===== config.mk =====
export PLATFORM = sky130hd
export DESIGN_NAME = bus_arbiter_rr
export DESIGN_NICKNAME = d
export VERILOG_FILES = /design/src/rtl/bus_arbiter_rr.sv
export SDC_FILE = /design/constraint.sdc
export NUM_CORES = 1
export LEC_CHECK = 0
export CAP_MARGIN = 20
export CORE_UTILIZATION = 35
export CTS_CLUSTER_DIAMETER = 30
export CTS_CLUSTER_SIZE = 30
export DETAILED_ROUTE_END_ITERATION = 10
export MAX_ROUTING_LAYER = met4
export PLACE_DENSITY = 0.54
export SYNTH_ARGS = -nofsm -noshare
export SYNTH_HDL_FRONTEND = slang
export SYNTH_SLANG_ARGS = --single-unit

===== constraint.sdc =====
create_clock -name clk_i -period 5 [get_ports clk_i]
set_clock_uncertainty 0.15 [all_clocks]
set_input_delay 1 -clock clk_i [delete_from_list [all_inputs] [get_ports clk_i]]
set_output_delay 1 -clock clk_i [all_outputs]
set_load 0.05 [all_outputs]

===== src/rtl/bus_arbiter_rr.sv =====
// Round-robin arbiter for the shared SoC bus: grants one requester, tracks begin/end, then releases.
// Optional watchdog (define BUS_ARB_TIMEOUT_EN) ends hung transactions with an arbiter-driven bus error.
module bus_arbiter_rr #(
    parameter int NUM_MASTERS    = 4,
    parameter int GRANT_WAIT     = 16,
    parameter int TIMEOUT_CYCLES = 1024
) (
    input  logic                   clk_i,
    input  logic                   rst_ni,
    input  logic [NUM_MASTERS-1:0] request_i,
    output logic [NUM_MASTERS-1:0] grant_o,
    output logic [2:0]             grantIdx_o,
    output logic                   busActive_o,
    input  logic                   bus_beginTransaction_i,
    input  logic                   bus_endTransaction_i,
    input  logic                   bus_error_i,
    output logic                   bus_endTransaction_o,
    output logic                   bus_error_o
);

    localparam int WAIT_W = (GRANT_WAIT > 1) ? $clog2(GRANT_WAIT) : 1;

    localparam logic [1:0] ST_IDLE    = 2'd0;
    localparam logic [1:0] ST_GRANT   = 2'd1;
    localparam logic [1:0] ST_BUSY    = 2'd2;
    localparam logic [1:0] ST_RELEASE = 2'd3;

    if (NUM_MASTERS < 2 || NUM_MASTERS > 8) begin : g_bad_num_masters
        $error("bus_arbiter_rr: NUM_MASTERS must be in 2..8");
    end
    if (GRANT_WAIT < 1) begin : g_bad_grant_wait
        $error("bus_arbiter_rr: GRANT_WAIT must be at least 1");
    end
    if (TIMEOUT_CYCLES < 1 || TIMEOUT_CYCLES > 65536) begin : g_bad_timeout
        $error("bus_arbiter_rr: TIMEOUT_CYCLES must be in 1..65536");
    end

    logic [1:0]             state_q, state_d;
    logic [NUM_MASTERS-1:0] grant_q, grant_d;
    logic [2:0]             idx_q, idx_d;
    logic [2:0]             ptr_q, ptr_d;
    logic [WAIT_W-1:0]      wait_q, wait_d;

`ifdef BUS_ARB_TIMEOUT_EN
    logic [15:0]            to_cnt_q, to_cnt_d;
    logic                   wd_fire_q, wd_fire_d;
`endif

    logic                   pick_found;
    logic [2:0]             pick_idx;
    logic [NUM_MASTERS-1:0] pick_onehot;
    logic [2:0]             ptr_inc;
    logic                   bus_done;

    // First requester at or after the pointer, scanning with wrap-around.
    always_comb begin
        logic [3:0] cand;
        // NOTE: every combinational output gets a default first so no path leaves it unassigned (no latch).
        cand        = '0;
        pick_found  = 1'b0;
        pick_idx    = '0;
        pick_onehot = '0;
        for (int k = 0; k < NUM_MASTERS; k++) begin
            cand = {1'b0, ptr_q} + 4'(k);
            if (cand >= 4'(NUM_MASTERS)) cand = cand - 4'(NUM_MASTERS);
            for (int j = 0; j < NUM_MASTERS; j++) begin
                if (!pick_found && request_i[j] && cand == 4'(j)) begin
                    pick_found     = 1'b1;
                    pick_idx       = 3'(j);
                    pick_onehot[j] = 1'b1;
                end
            end
        end
    end

    assign ptr_inc  = (idx_q == 3'(NUM_MASTERS - 1)) ? 3'd0 : idx_q + 3'd1;
    assign bus_done = bus_endTransaction_i | bus_error_i;

    always_comb begin
        state_d = state_q;
        grant_d = grant_q;
        idx_d   = idx_q;
        ptr_d   = ptr_q;
        wait_d  = wait_q;
`ifdef BUS_ARB_TIMEOUT_EN
        to_cnt_d  = to_cnt_q;
        wd_fire_d = 1'b0;
`endif
        case (state_q)
            ST_IDLE: begin
                wait_d = '0;
                if (pick_found) begin
                    grant_d = pick_onehot;
                    idx_d   = pick_idx;
                    state_d = ST_GRANT;
                end
            end
            ST_GRANT: begin
                wait_d = wait_q + 1'b1;
                if (bus_beginTransaction_i) begin
`ifdef BUS_ARB_TIMEOUT_EN
                    to_cnt_d = '0;
`endif
                    // A single-cycle transfer skips BUSY entirely.
                    if (bus_done) begin
                        grant_d = '0;
                        state_d = ST_RELEASE;
                    end else begin
                        state_d = ST_BUSY;
                    end
                end else if ((request_i & grant_q) == '0 ||
                             wait_q == WAIT_W'(GRANT_WAIT - 1)) begin
                    grant_d = '0;
                    ptr_d   = ptr_inc;
                    state_d = ST_IDLE;
                end
            end
            ST_BUSY: begin
                if (bus_done) begin
                    grant_d = '0;
                    state_d = ST_RELEASE;
                end
`ifdef BUS_ARB_TIMEOUT_EN
                else if (to_cnt_q == 16'(TIMEOUT_CYCLES - 1)) begin
                    wd_fire_d = 1'b1;
                    grant_d   = '0;
                    state_d   = ST_RELEASE;
                end else begin
                    to_cnt_d = to_cnt_q + 16'd1;
                end
`endif
            end
            ST_RELEASE: begin
                ptr_d   = ptr_inc;
                state_d = ST_IDLE;
            end
            default: begin
                grant_d = '0;
                state_d = ST_IDLE;
            end
        endcase
    end

    // NOTE: state registers use non-blocking assignments so every flop samples pre-edge values.
    always_ff @(posedge clk_i) begin
        if (!rst_ni) begin
            state_q <= ST_IDLE;
            grant_q <= '0;
            idx_q   <= '0;
            ptr_q   <= '0;
            wait_q  <= '0;
        end else begin
            state_q <= state_d;
            grant_q <= grant_d;
            idx_q   <= idx_d;
            ptr_q   <= ptr_d;
            wait_q  <= wait_d;
        end
    end

`ifdef BUS_ARB_TIMEOUT_EN
    always_ff @(posedge clk_i) begin
        if (!rst_ni) begin
            to_cnt_q  <= '0;
            wd_fire_q <= 1'b0;
        end else begin
            to_cnt_q  <= to_cnt_d;
            wd_fire_q <= wd_fire_d;
        end
    end

    assign bus_endTransaction_o = wd_fire_q;
    assign bus_error_o          = wd_fire_q;
`else
    assign bus_endTransaction_o = 1'b0;
    assign bus_error_o          = 1'b0;
`endif

    assign grant_o     = grant_q;
    assign grantIdx_o  = idx_q;
    assign busActive_o = (state_q == ST_BUSY);

endmodule


; Word-level counts from Yosys, hierarchy flattened
; Index checks and enable logic that the tools add are counted.
[totals]
reg_bits = 16
in_bits = 9
out_inout_bits = 10
wordCells = 168
[op_classes]
addsub = 9
magnitude_cmp = 4
n_eq_ne = 22
muxes = 66
n_bitwise = 2
reduce_logical = 60
[op_table]
columns = operator, n
row1 = 2-to-1 mux 3 bit, 17
row2 = 2-to-1 mux 1 bit, 33
row3 = equality test 4 x 2 -> 1 bit (second input constant), 8
row4 = 2-to-1 mux 4 bit, 8
row5 = logical AND 1 bit, 31
row6 = logical NOT 4 bit, 5
row7 = equality test 4 x 1 -> 1 bit (second input constant), 4
row8 = logical NOT 1 bit, 15
row9 = greater-or-equal comparator 4 x 3 -> 1 bit (second input constant), 3
row10 = case mux 4 bit (3 select lines), 1
row11 = subtractor 4 x 3 -> 4 bit (second input constant), 3
row12 = AND reduction 3 bit, 3
row13 = adder 3 x 2 -> 4 bit (second input constant), 2
row14 = 2-to-1 mux 2 bit, 4
row15 = case mux 2 bit (4 select lines), 1
row16 = case mux 4 bit (2 select lines), 1
row17 = != test 2 bit (second input constant), 3
row18 = case mux 3 bit (2 select lines), 1
row19 = adder 3 x 1 -> 4 bit (second input constant), 1
row20 = adder 4 x 1 -> 4 bit (second input constant), 1
row21 = AND 4 bit, 1
row22 = equality test 2 bit (second input constant), 2
row23 = equality test 4 bit (second input constant), 1
row24 = nonzero test 2 bit, 2
row25 = 12 further kinds, 12

; Depth between registers and ports, before layout
[logic_depth]
word_depth = 67
mapped_depth = 9
ltp_nobuf = 8

; Least setup slack after synthesis
; OpenSTA, ideal clock, no wires.
[synth_timing]
path_kind = input to register
start = in request_i[2]
end = reg idx_q[0] (netlist: grantIdx_o[0])
setup_ns = 0.119
arrival_time_ns = 2.136
required_ns = 4.731
setup_slack_ns = 2.595
cell_stages = 6
path_buffers = 1
path_cell_list = buf_6 -> nor2b_1 -> a2111oi_4 -> o21ai_2 -> o21a_1 -> o221a_1
[synth_via]
elab_chain_cells = 56
word_cells_on_any_way = 70
cone_classes = mux (28) / reduce/logical (42)
[synth_lines]
columns = element, line_no
row1 = "start, declared", 10  ; input logic [NUM_MASTERS-1:0] request_i,
row2 = logical AND 1 bit (2 in series), 67  ; if (!pick_found && request_i[j] && cand == 4'(j)) begin
row3 = 2-to-1 mux 1 bit, 67
row4 = logical NOT 1 bit, 67
row5 = logical AND 1 bit (2 in series), 67
row6 = 2-to-1 mux 1 bit, 67
row7 = logical NOT 1 bit, 67
row8 = logical AND 1 bit (2 in series), 67
row9 = 2-to-1 mux 1 bit, 67
row10 = (+35 left out), -
row11 = 2-to-1 mux 1 bit, 67
row12 = logical NOT 1 bit, 67
row13 = logical AND 1 bit (2 in series), 67
row14 = 2-to-1 mux 1 bit, 67
row15 = logical NOT 1 bit, 67
row16 = logical AND 1 bit (2 in series), 67
row17 = 2-to-1 mux 1 bit, 67
row18 = AND reduction 2 bit (no line), -
row19 = "end signal, assigned", 155  ; idx_q <= idx_d;
row20 = "end, declared", 40  ; logic [2:0] idx_q, idx_d;
; Parallel ways exist; a longest one is shown, timed or not.
; A chain may end at the register's enable or synchronous reset.

; Final worst setup path
[layout_timing]
start = reg state_q[0]
end = out busActive_o
[layout_via]
elab_chain_cells = 1
[layout_lines]
columns = element, line_no
row1 = "start, declared", 38  ; logic [1:0] state_q, state_d;
row2 = "start signal, assigned", 153  ; state_q <= state_d;
row3 = equality test 2 bit, 181  ; assign busActive_o = (state_q == ST_BUSY);
row4 = "end, declared", 13  ; output logic busActive_o,
; Every way passes these cells.

==> qor.txt <==
Slew Viols, Final: 0
Clk slew on worst S/H paths: 80 ps
Root buffer cell: clkbuf_4
CTS Buf Count: 3
DR DRC count: 0
Initial core utilization: 36.6%
PwrDens: 377 mW/mm²
Final ANT Viol Nets: 0
Port bufs: 15
Min-Delay Path Depth: 2
CP Max Fanout: 7
Status: completed
Die area: 0.00342 mm²
Syn avg cell area: 8.28 µm²
Crit share post-route: 59.0%
Fillers: 331
Util after Layout: 42.7%
Yosys reg bits: 14
Post-route setup TNS: 0 ps
Grt ovf: 0
Pre-antenna DRT Iters: 4
Post-CTS sizing: 0
Post-CTS Setup Inserts: 0
Nets: 166
Post-synth ARST share: 0%
EDFF count, synth: 0
Max cap viols: 0
Cell count after synthesis: 135
Core ar.: 0.00305 mm²
Compound-Gate Fraction of Synth Area: 24.0%
Largest net degree at the start of global routing: 18
Synthesized area: 0.00112 mm²
Clock Latency Late Sink: 280 ps
Area Overhead vs Synth: 16.8%
Vias per cell: 5.17
WL per Instance: 12.7 µm
Distinct cells, synth: 46
Fin crit period: 2950 ps
Peak VDD IR: 0.000161 V
GPL Wtd Cong: 0.793
Post-synthesis adder-cell area fraction: 10.1%
Cells on worst reg2reg path: 8
Synth Area in Simple Gates: 27.4%
Unrepaired setup endpoints after global routing: no
1st-iter DRT viols: 30
Most used flip-flop cell after synthesis: dfxtp_1
DPL Wire Length: 1.89 mm
Total track usage: 15.9%
Register area share after synthesis: 25.1%
Element type at the critical path start: flop
Vias: 988
FP Rows: 20
Worst Path Required: 3850 ps
Leak: 0.487 nW
XOR/XNOR share of the synthesized area: 0.784%
Layout cell share with drive strength beyond 1: 8.84%
Relative slew slack: 63.9%
Inst Count DP: 187
WS Path Type: flop to output port
Critical path capture point type: output port
IO Count: 19
Tightest Pin Transition: 540 ps
Initial antenna violation count: 0
Mux contribution to synthesized area: 4.48%
Most common cell after layout, fill and taps aside: clkdlybuf4s50_1
CTS tree: built
Largest buffer count on any clock path: 2
Final hold violation count: 0
Hold_buf cts: 0
Clk sinks: 14
Inserted Diodes: 0
Post-Layout Cell Count: 191
WP data arrival: 1800 ps
Number of global-route vias before repair: 922
Final setup fails: 0
Die extent in x: 58.5 µm
Largest family of logic cells by synthesized area: simple AND/OR/NAND/NOR gates
Routed WL: 2.43 mm
Hold WC Path Type: flop to flop
YS warnings: 0
Die height: 58.5 µm
H-tree levels: 1
First-pass GRT wire length: 4.10 mm
Fmax: 339 MHz
Most frequent cells in the layout: 15 x clkdlybuf4s50_1, 14 x dfxtp_1, 13 x nand2_1, 9 x ha_1, 8 x nor2b_1
## flip-flops by register name, indices dropped and copies added (netlist names)
signal and count:
grantIdx_o 2, grant_o 4, ptr_q 2, state_q 2, wait_q 4
## per-stage QoR
step | total power, W | hold slack, ps | setup WS, ps | instance area (µm²)
after floorplan | 0.000356 | 336 | 2590 | 1130
after global placement | 0.000410 | 319 | 1980 | 1270
after detailed placement | 0.000415 | 313 | 1980 | 1270
after CTS | 0.000497 | 325 | 2050 | 1310
after global routing | 0.000531 | 358 | 1980 | 1310
final | 0.000493 | 322 | 2050 | 1310
## kinds of logic after synthesis
kind of cell | count (synthesis)
buffers and inverters | 15
muxes | 5
other | 2
AOI/OAI and AO/OA | 33
DFF | 14
adders and majority gates | 9
and+or+nand+nor | 56
xor gates and xnor gates | 1
## cells in the mapped netlist, types with 2 or more instances
| library cell | number | share of area, % |
|---|---|---|
| a21oi_1 | 3 | 1.3 |
| and3_1 | 2 | 1.1 |
| buf_2 | 4 | 1.8 |
| buf_4 | 4 | 2.7 |
| conb_1 | 2 | 0.67 |
| dfxtp_1 | 14 | 25 |
| ha_1 | 9 | 10 |
| inv_1 | 4 | 1.3 |
| mux2i_1 | 5 | 4.5 |
| nand2_1 | 13 | 4.4 |
| nand2b_1 | 6 | 3.4 |
| nand3_1 | 5 | 2.2 |
| nand4_1 | 2 | 1.1 |
| nor2_1 | 6 | 2.0 |
| nor2b_1 | 8 | 4.5 |
| nor3_1 | 2 | 0.90 |
| nor3b_1 | 3 | 2.0 |
| nor4_1 | 2 | 1.1 |
| o211ai_2 | 2 | 2.2 |
| o21ai_0 | 7 | 3.1 |
| o22ai_1 | 4 | 2.2 |
| o2bb2ai_1 | 2 | 1.6 |
| or2_2 | 2 | 1.1 |
| or3_1 | 2 | 1.1 |
## critical path: stages (launching register included)
cell and delay [ps]:
dfxtp_1 470, inv_1 120, ha_1 240, clkdlybuf4s50_1 700
## where the power goes
group / internal (W) / switching [W]
logic: 0.000101 / 0.000143
clock network: 0.0000442 / 0.0000372
registers: 0.000132 / 0.0000350
## routing by layer
| layer | up-vias | part of all wire, % | wire length [µm] | GRT usage [%] |
|---|---|---|---|---|
| li1 | 506 | - | - | - |
| met1 | 468 | 48 | 1180 | 19.2 |
| met2 | 12 | 48 | 1170 | 26.9 |
| met3 | 2 | 2.5 | 61 | 2.64 |
| met4 | 0 | 0.74 | 18 | 5.10 |
| met5 | - | 0 | 0 | - |
## final cells by class
cell class | instances | area (µm²) | area share [%]
multi-input cells | 109 | 764 | 58.6
flip-flops and latches | 14 | 280 | 21.5
repair buffers | 15 | 150 | 11.5
clock buffers | 4 | 36.3 | 2.78
inverters | 5 | 18.8 | 1.44
well taps | 44 | 55.1 | 4.22
## path summary, 6_finish.rpt
| path | to | startpoint | slack, ps |
|---|---|---|---|
| worst min register to register | grant_o[3] | grant_o[3] | 320 |
| worst max register to register | grant_o[2] | ptr_q[0] | 2480 |
| worst min-delay path | grant_o[3] | grant_o[3] | 320 |
| worst max-delay path | busActive_o | state_q[0] | 2050 |
Note: power is estimated with default switching activity, not from simulation.
